===== src/rtl/input_debounce.sv =====
// Conditions one raw asynchronous input: synchronizes it, accepts a level only after
// it has been stable for DEBOUNCE cycles, and reports rise/fall/glitch as single-cycle pulses.
module input_debounce #(
    parameter int SYNC_STAGES = 2,      // 2..4
    parameter int DEBOUNCE    = 16,     // 1..65535
    parameter bit INVERT      = 1'b0
) (
    input  logic clk,
    input  logic rst,
    input  logic din,
    output logic dout,
    output logic rise,
    output logic fall,
    output logic glitch
);

    localparam int CW = $clog2(DEBOUNCE + 1);
    localparam logic [CW-1:0] LAST = CW'(DEBOUNCE - 1);

    typedef enum logic {
        STABLE  = 1'b0,
        PENDING = 1'b1
    } state_t;

    logic [SYNC_STAGES-1:0] sync_q;
    logic                   s;

    state_t        state_q, state_d;
    logic [CW-1:0] cnt_q, cnt_d;
    logic          dout_q, dout_d;
    logic          rise_q, rise_d;
    logic          fall_q, fall_d;
    logic          glitch_q, glitch_d;

    always_ff @(posedge clk or posedge rst) begin
        if (rst) begin
            sync_q <= '0;
        end else begin
            sync_q <= {sync_q[SYNC_STAGES-2:0], din};
        end
    end

    // Reset value of s equals INVERT, matching the reset value of dout, so release is edge-free.
    assign s = sync_q[SYNC_STAGES-1] ^ INVERT;

    always_comb begin
        state_d  = state_q;
        cnt_d    = cnt_q;
        dout_d   = dout_q;
        rise_d   = 1'b0;
        fall_d   = 1'b0;
        glitch_d = 1'b0;
        case (state_q)
            STABLE: begin
                if (s == dout_q) begin
                    cnt_d = '0;
                end else if (DEBOUNCE == 1) begin
                    dout_d = s;
                    rise_d = s;
                    fall_d = ~s;
                    cnt_d  = '0;
                end else begin
                    cnt_d   = CW'(1);
                    state_d = PENDING;
                end
            end
            PENDING: begin
                if (s == dout_q) begin
                    glitch_d = 1'b1;
                    cnt_d    = '0;
                    state_d  = STABLE;
                end else if (cnt_q == LAST) begin
                    dout_d  = s;
                    rise_d  = s;
                    fall_d  = ~s;
                    cnt_d   = '0;
                    state_d = STABLE;
                end else begin
                    cnt_d = cnt_q + 1'b1;
                end
            end
            default: begin
                cnt_d   = '0;
                state_d = STABLE;
            end
        endcase
    end

    always_ff @(posedge clk or posedge rst) begin
        if (rst) begin
            state_q  <= STABLE;
            cnt_q    <= '0;
            dout_q   <= INVERT;
            rise_q   <= 1'b0;
            fall_q   <= 1'b0;
            glitch_q <= 1'b0;
        end else begin
            state_q  <= state_d;
            cnt_q    <= cnt_d;
            dout_q   <= dout_d;
            rise_q   <= rise_d;
            fall_q   <= fall_d;
            glitch_q <= glitch_d;
        end
    end

    assign dout   = dout_q;
    assign rise   = rise_q;
    assign fall   = fall_q;
    assign glitch = glitch_q;

endmodule


===== config.mk =====
export PLATFORM = sky130hd
export DESIGN_NAME = input_debounce
export DESIGN_NICKNAME = d
export VERILOG_FILES = /design/src/rtl/input_debounce.sv
export SDC_FILE = /design/constraint.sdc
export NUM_CORES = 1
export LEC_CHECK = 0
export CAP_MARGIN = 15
export CORE_AREA = 2 2 40 42
export DETAILED_ROUTE_END_ITERATION = 16
export DIE_AREA = 0 0 42 44
export DONT_BUFFER_PORTS = 1
export PLACE_DENSITY = 0.44
export RECOVER_POWER = 100
export SLEW_MARGIN = 20
export SYNTH_ARGS = -nofsm -noshare
export SYNTH_HDL_FRONTEND = slang
export SYNTH_SLANG_ARGS = --single-unit

===== constraint.sdc =====
create_clock -name clk -period 4.55 [get_ports clk]
set_clock_uncertainty 0.2 [all_clocks]
set_input_delay 0.91 -clock clk [delete_from_list [all_inputs] [get_ports clk]]
set_output_delay 0.91 -clock clk [all_outputs]
set_load 0.02 [all_outputs]

; ---- Word level (Yosys, flattened, before mapping)
; Index checks and enable logic that the tools add are counted.
[word_totals]
ff_bits = 12
elab_cells = 30
inputBits = 3
[classes]
n_bitwise = 3
n_eq_ne = 2
addsub = 1
mux = 16
n_reduce_logical = 1
[ops]
columns = op, count
row1 = $mux 1, 12
row2 = $mux 5, 2
row3 = $pmux 5 s2, 1
row4 = $add 5x1->5 const B, 1
row5 = $eq 5x4->1 const B, 1
row6 = $not 1->1, 3
row7 = $reduce_and 3->1, 1
row8 = $pmux 1 s2, 1
row9 = $eq 1x1->1, 1

; ---- Depth between registers and ports, before layout
; Gate-level depths: netlist (run 1).
[depth]
ltp_word = 4
ltp_mapped = 4
mapped_depth_nobuf = 4

; ---- Least setup slack after synthesis (run 1)
; Ideal clock, no wire load.
[synth_path]
path_kind = register to output
from = register dout_q (netlist: dout)
to = output dout
slack_ns = 2.962
n_path_buf = 0
arrival_ns = 0.478
required_time_ns = 3.440
path_stages_with_launch = 1
path_cell_list = dfrtp_1
[synth_rtl]
columns = element, line_no
row1 = "start, declared", 30  ; logic dout_q, dout_d;
row2 = "start signal, assigned", 100  ; dout_q <= dout_d;
row3 = "end, declared", 11  ; output logic dout,
; No word-level cell between the ends.

; ---- Worst setup path in the final report (run 1)
[layout_path]
from = register dout_q (netlist: dout)
to = output dout
; No word-level cell between the ends.

==> flow_summary_export.csv, run 1 <==
group,metric,value,unit
status,outcome,"completed",
global_route,grt_pass1_vias,255,
pwr,total_power,0.204,mW
clock_network,cts.sinks,12,
layout,syn_to_final_growth,8.27,%
timing,worstMarginPinSlew,446,ps
synthesis,seq_area_frac_synth,0.640,
routing,wl_per_cell,12.1,um
pwr,vdd_drop_max,0.154,mV
clock_network,clk_path_buf_depth,2,
global_route,grt_start_max_net_pins,13,
global_route,grt_use_total,0.0877,
synthesis,yosys.area.top_type,"dfrtp_1",
routing,first_pass_iters,2,
floorplanning,dieArea,1850,um2
place,dpl.hpwl,478,um
worst_hold_path,min_from,"sync_q[0]$_DFF_PP0_",
pwr,power_density,401,nW/um2
clock_network,cts_htree_levels,1,
critical_path,worstPathRequired,3440,ps
critical_path,endpoint_kind,"primary output",
timing,grt_setup_unrepaired,"no",
floorplanning,fp.dieW,42,um
floorplanning,start_util,0.331,
routing,drt-total-wl,663,um
routing,viasPerCell,4.87,
clock_network,path_clk_slew,70,ps
global_route,grt_pass1_wl,1100,um
synthesis,ys_ff_latch,12,
synthesis,synth_edf_count,0,
timing,setup_viol,0,
critical_path,critPathKind,"reg2out",
layout,nets,44,
clock_network,worstSkewPairLatency,270,ps
synthesis,syn_area,469,um2
layout,n_antenna_cell,0,
timing,period_share,0.410,
critical_path,cp-start-kind,"register",
floorplanning,rows,14,
synthesis,avgSynthCellArea,13.4,um2
clock_network,cts_buffers,3,
clock_network,root_buffer,"clkbuf_4",
worst_hold_path,worstHoldPathType,"reg2reg",
routing,drt_iter0_markers,3,
layout,stdcell_count,55,
flow_run,cap_violations,0,
timing,max_clock_freq,536,MHz
synthesis,syn_nets,39,
timing,setup_tns,0,ps
synthesis,synthFlopType,"dfrtp_1",
critical_path,crit_fanout,3,
timing,finalHoldViolations,0,
timing,drv_slew,0,
floorplanning,fp.dieH,44,um
clock_network,cts_tree,"built",
synthesis,synthCells,35,
timing,period_minus_slack,1860,ps
place,io_buffers,0,
timing,hold_ws,160,ps
synthesis,synth.most_common_cell,"dfrtp_1",
global_route,grt_overflow_total,0,
clock_network,post_cts_buffers,0,
critical_path,worstReg2RegStart,"cnt_q[0]$_DFF_PP0_",
floorplanning,pin_count,7,
floorplanning,fp.coreArea,1420,um2
layout,drive_gt1_frac,0.128,
synthesis,yosysWarnings,0,
routing,drtAntennaViolNets,0,
routing,drc,0,
critical_path,crit_path_start,"dout$_DFFE_PP0P_",
clock_network,cts-resized-gates,0,
pwr,p_leak,0.240,nW
synthesis,async_reset_ff_frac,1.00,
synthesis,ys_top_cells_by_area,"dfrtp_1 (64%), xor2_2 (3.5%), mux2_4 (3.2%), and2_1 (2.7%), ha_1 (2.7%)",
synthesis,synthTopCellsByCount,"dfrtp_1 (12), nor2_1 (3)",
timing,slew_headroom,0.702,
critical_path,cp.arrival,750,ps
place,gp_congestion,0.704,
synthesis,synth_top_cell_area_share,0.640,
clock_network,ctsHoldBuffers,0,
routing,vias,268,
synthesis,synth.distinct_cells,18,
place,dp.cells,51,
global_route,antenna_found_initial,0,
==> per-stage QoR <==
stage,worst slack (ps),utilization,instance area [um2]
after global placement,2950,0.345,489
after global routing,2660,0.358,508
after floorplan,2960,-,469
after detailed placement,2950,0.345,489
after CTS,2650,0.370,526
final,2690,0.358,508
==> per-layer routing <==
metal  GRT usage  vias to the layer above  part of all wire
met1       0.108                      127              0.50
met3      0.0375                        4             0.047
li1            -                      126                 -
met2       0.116                       11              0.42
met5           0                        -                 0
met4      0.0774                        0             0.035
==> flip-flops by register name, indices dropped and copies added, names as in the netlist <==
register  flops
cnt_q         5
sync_q        2
dout          1
fall          1
glitch        1
rise          1
state_q       1
==> worst paths after layout <==
path | to | slack [ps] | cells past startpoint
worst max-delay path | dout | 2690 | 0
worst min-delay path | sync_q[1]$_DFF_PP0_ | 160 | 0
worst max register to register | dout$_DFFE_PP0P_ | 2920 | 4
worst min register to register | sync_q[1]$_DFF_PP0_ | 160 | 0
max in group asynchronous | dout$_DFFE_PP0P_ | 3520 | 1
min in group asynchronous | fall$_DFF_PP0_ | 320 | 1
==> layout make-up <==
class                           count  area, um2
Sequential cell                    12        300
Inverter                            2       7.51
Fill cell                         132        911
Tap cell                           16       20.0
Clock buffer                        4       36.3
Multi-Input combinational cell     21        144
==> cells in the final DEF (no fill, tap or decap), types with 2 or more instances in the layout <==
master    instances
dfrtp_1          12
clkbuf_4          3
xor2_1            2
nand3_1           2
nand2_1           3
inv_1             2
nor2_1            3
==> power by group <==
group / leakage [nW] / internal [mW] / switching, mW
clock: 0.0210 / 0.0486 / 0.0361
combinational: 0.0617 / 0.00211 / 0.00442
sequential: 0.157 / 0.110 / 0.00283
==> cell families after synthesis <==
family / share of synthesized area
compound gates: 0.0107
xor+xnor: 0.0720
fa+ha+maj: 0.0267
buf+inv: 0.0160
flops: 0.640
mux: 0.0320
simple gates: 0.203
(Power assumes the default switching activity.)
==> inputs of run 2 (changes only) <==
--- a/config.mk
+++ b/config.mk
@@ -10,7 +10,7 @@
 export DETAILED_ROUTE_END_ITERATION = 16
 export DIE_AREA = 0 0 42 44
 export DONT_BUFFER_PORTS = 1
-export PLACE_DENSITY = 0.44
+export PLACE_DENSITY = 0.46
 export RECOVER_POWER = 100
 export SLEW_MARGIN = 20
 export SYNTH_ARGS = -nofsm -noshare
==> constraint.sdc (replaced) <==
create_clock -name clk -period 1.55 [get_ports clk]
set_clock_uncertainty 0.2 [all_clocks]
set_input_delay 0.31 -clock clk [delete_from_list [all_inputs] [get_ports clk]]
set_output_delay 0.31 -clock clk [all_outputs]
set_load 0.02 [all_outputs]
==> run 2 against run 1 <==
Against the previous run:
- flip-flop and latch count did not move
- register-to-register slack worse by 2900 ps
- worst hold slack gained 14 ps
- first-iteration DRC count increased by 33%
- global-route usage is 1.8 points higher
==> flow_summary_export.csv, run 2 (same netlist as run 1, synthesis figures left out) <==
group,metric,value,unit
routing,drc,0,
worst_hold_path,worstHoldPathType,"reg2reg",
flow_run,cap_violations,0,
routing,viasPerCell,4.61,
layout,layout_commonest_cell,"dfrtp_1",
layout,ff_latch_area,300,um2
global_route,grt_use_total,0.105,
place,gp_congestion,0.673,
pwr,power_density,960,nW/um2
timing,period_share,0.957,
floorplanning,fp.coreArea,1420,um2
timing,drv_slew,0,
timing,grt_setup_unrepaired,"no",
critical_path,r2r_cells,4,
floorplanning,dieArea,1850,um2
layout,final_cell_mix,"dfrtp_1 (12), buf_4 (4), nor2_1 (3), clkbuf_4 (3)",
place,io_buffers,0,
floorplanning,start_util,0.331,
pwr,vdd_drop_max,0.463,mV
clock_network,cts_htree_levels,1,
routing,drt-total-wl,824,um
global_route,antenna_found_initial,0,
clock_network,cts.sinks,12,
layout,n_antenna_cell,0,
layout,multi_input_area,153,um2
layout,reg_top3,"cnt_q: 5 flops, sync_q: 2 flops",
routing,wl_per_cell,13.3,um
clock_network,cts_tree,"built",
critical_path,cpPeakStageDelay,360,ps
place,dpl.hpwl,578,um
global_route,grt_pass1_vias,343,
clock_network,path_clk_slew,60,ps
timing,finalHoldViolations,0,
global_route,grt_start_max_net_pins,13,
timing,max_clock_freq,674,MHz
critical_path,cp.arrival,1430,ps
critical_path,crit_fanout,3,
pwr,seq_power_share,0.615,
routing,drtAntennaViolNets,0,
status,outcome,"completed",
layout,nets,52,
pwr,p_leak,0.265,nW
timing,setup_tns,0,ps
routing,first_pass_iters,4,
layout,syn_to_final_growth,19.5,%
routing,vias,286,
clock_network,worstSkewPairLatency,260,ps
global_route,grt_overflow_total,0,
critical_path,worstReg2RegStart,"cnt_q[0]$_DFF_PP0_",
clock_network,root_buffer,"clkbuf_4",
critical_path,crit_slowest_cell,"dfrtp_1",
critical_path,crit_end,"dout$_DFFE_PP0P_",
layout,top_register,"cnt_q",
pwr,swShare,0.207,
layout,fill_cells,143,
critical_path,cp-start-kind,"register",
layout,drive_gt1_frac,0.239,
critical_path,ff2ff_setup_slack,70,ps
pwr,power.clock.fraction,0.327,
floorplanning,fp.dieW,42,um
critical_path,endpoint_kind,"register",
clock_network,clk_path_buf_depth,2,
floorplanning,fp.dieH,44,um
critical_path,crit_path_start,"cnt_q[0]$_DFF_PP0_",
layout,largest_reg_flops,5,
floorplanning,rows,14,
routing,drt_iter0_markers,4,
timing,worstMarginPinSlew,450,ps
timing,setup_viol,0,
pwr,switchingPower,0.111,mW
timing,period_minus_slack,1480,ps
timing,slew_headroom,0.700,
critical_path,crit_chain,"ha_2 > and4b_1 > nand2_2 > mux2_4",
critical_path,critPathKind,"reg2reg",
floorplanning,pin_count,7,
pwr,combPwrFrac,0.059,
timing,hold_ws,174,ps
critical_path,reg2reg_to,"dout$_DFFE_PP0P_",
critical_path,worstPathRequired,1500,ps
pwr,total_power,0.538,mW
pwr,intPower,0.427,mW
global_route,grt_pass1_wl,1440,um
clock_network,cts_buffers,3,
## run 2: cell count changes in the layout (fill, tap and decap cells not counted), sizes merged
cell / delta
dlygate4sd3: +2
buf: +5
## run 2: repair_timing
| action | CTS | global route |
|---|---|---|
| setup buffers | 1 | 1 |
| resized for setup | 0 | 1 |
| hold buffers | 2 | 0 |
| setup endpoints to repair | 1 | 1 |
| endpoints found under the hold margin | 13 | 0 |
## run 2: worst max-delay path: cells and delay by family, from the launching register on
family	cells	cell delay [ps]
muxes	1	300
DFF	1	360
adders and majority gates	1	180
and+or+nand+nor	2	340
## run 2: metal layers
metal | vias to the layer above | GRT usage | share of wire
li1 | 139 | - | -
met1 | 140 | 0.119 | 0.45
met2 | 7 | 0.166 | 0.50
met3 | 0 | 0.0500 | 0.050
met4 | 0 | 0.0581 | 0
met5 | - | 0 | 0
## run 2: worst min-delay path by stage
stage                             start             endpoint  slack [ps]  cells past startpoint
floorplan                           rst   cnt_q[0]$_DFF_PP0_         -30                      1
global placement                    rst   cnt_q[4]$_DFF_PP0_          20                      1
detailed placement                  rst   cnt_q[4]$_DFF_PP0_          40                      1
CTS                 sync_q[0]$_DFF_PP0_  sync_q[1]$_DFF_PP0_         170                      0
global route        sync_q[0]$_DFF_PP0_  sync_q[1]$_DFF_PP0_         180                      0
finish              sync_q[0]$_DFF_PP0_  sync_q[1]$_DFF_PP0_         170                      0
## run 2: area by class of cell
cell class	count	area share
inverter	2	0.0134
clock buffer	3	0.0402
tap	16	0.0357
timing repair buffer	8	0.103
sequential	12	0.536
multi-input combinational	21	0.272
## run 2: metrics by stage
step | util | setup WS [ps] | instance area (um2) | std cells
after detailed placement | 0.366 | 14.6 | 519 | 55
final | 0.395 | 66.7 | 561 | 62
after global placement | 0.366 | 23.1 | 519 | 55
after floorplan | - | 29.7 | 469 | 35
after global routing | 0.395 | 22.8 | 561 | 62
after CTS | 0.401 | 20.4 | 569 | 61
## run 2: power by group through the flow
stage | combinational (mW) | sequential [mW] | clock (mW)
after CTS | 0.0310 | 0.331 | 0.189
after global routing | 0.0355 | 0.331 | 0.204
final | 0.0315 | 0.331 | 0.176
after global placement | 0.0229 | 0.337 | 0
after floorplan | 0.0166 | 0.335 | 0
after detailed placement | 0.0237 | 0.337 | 0
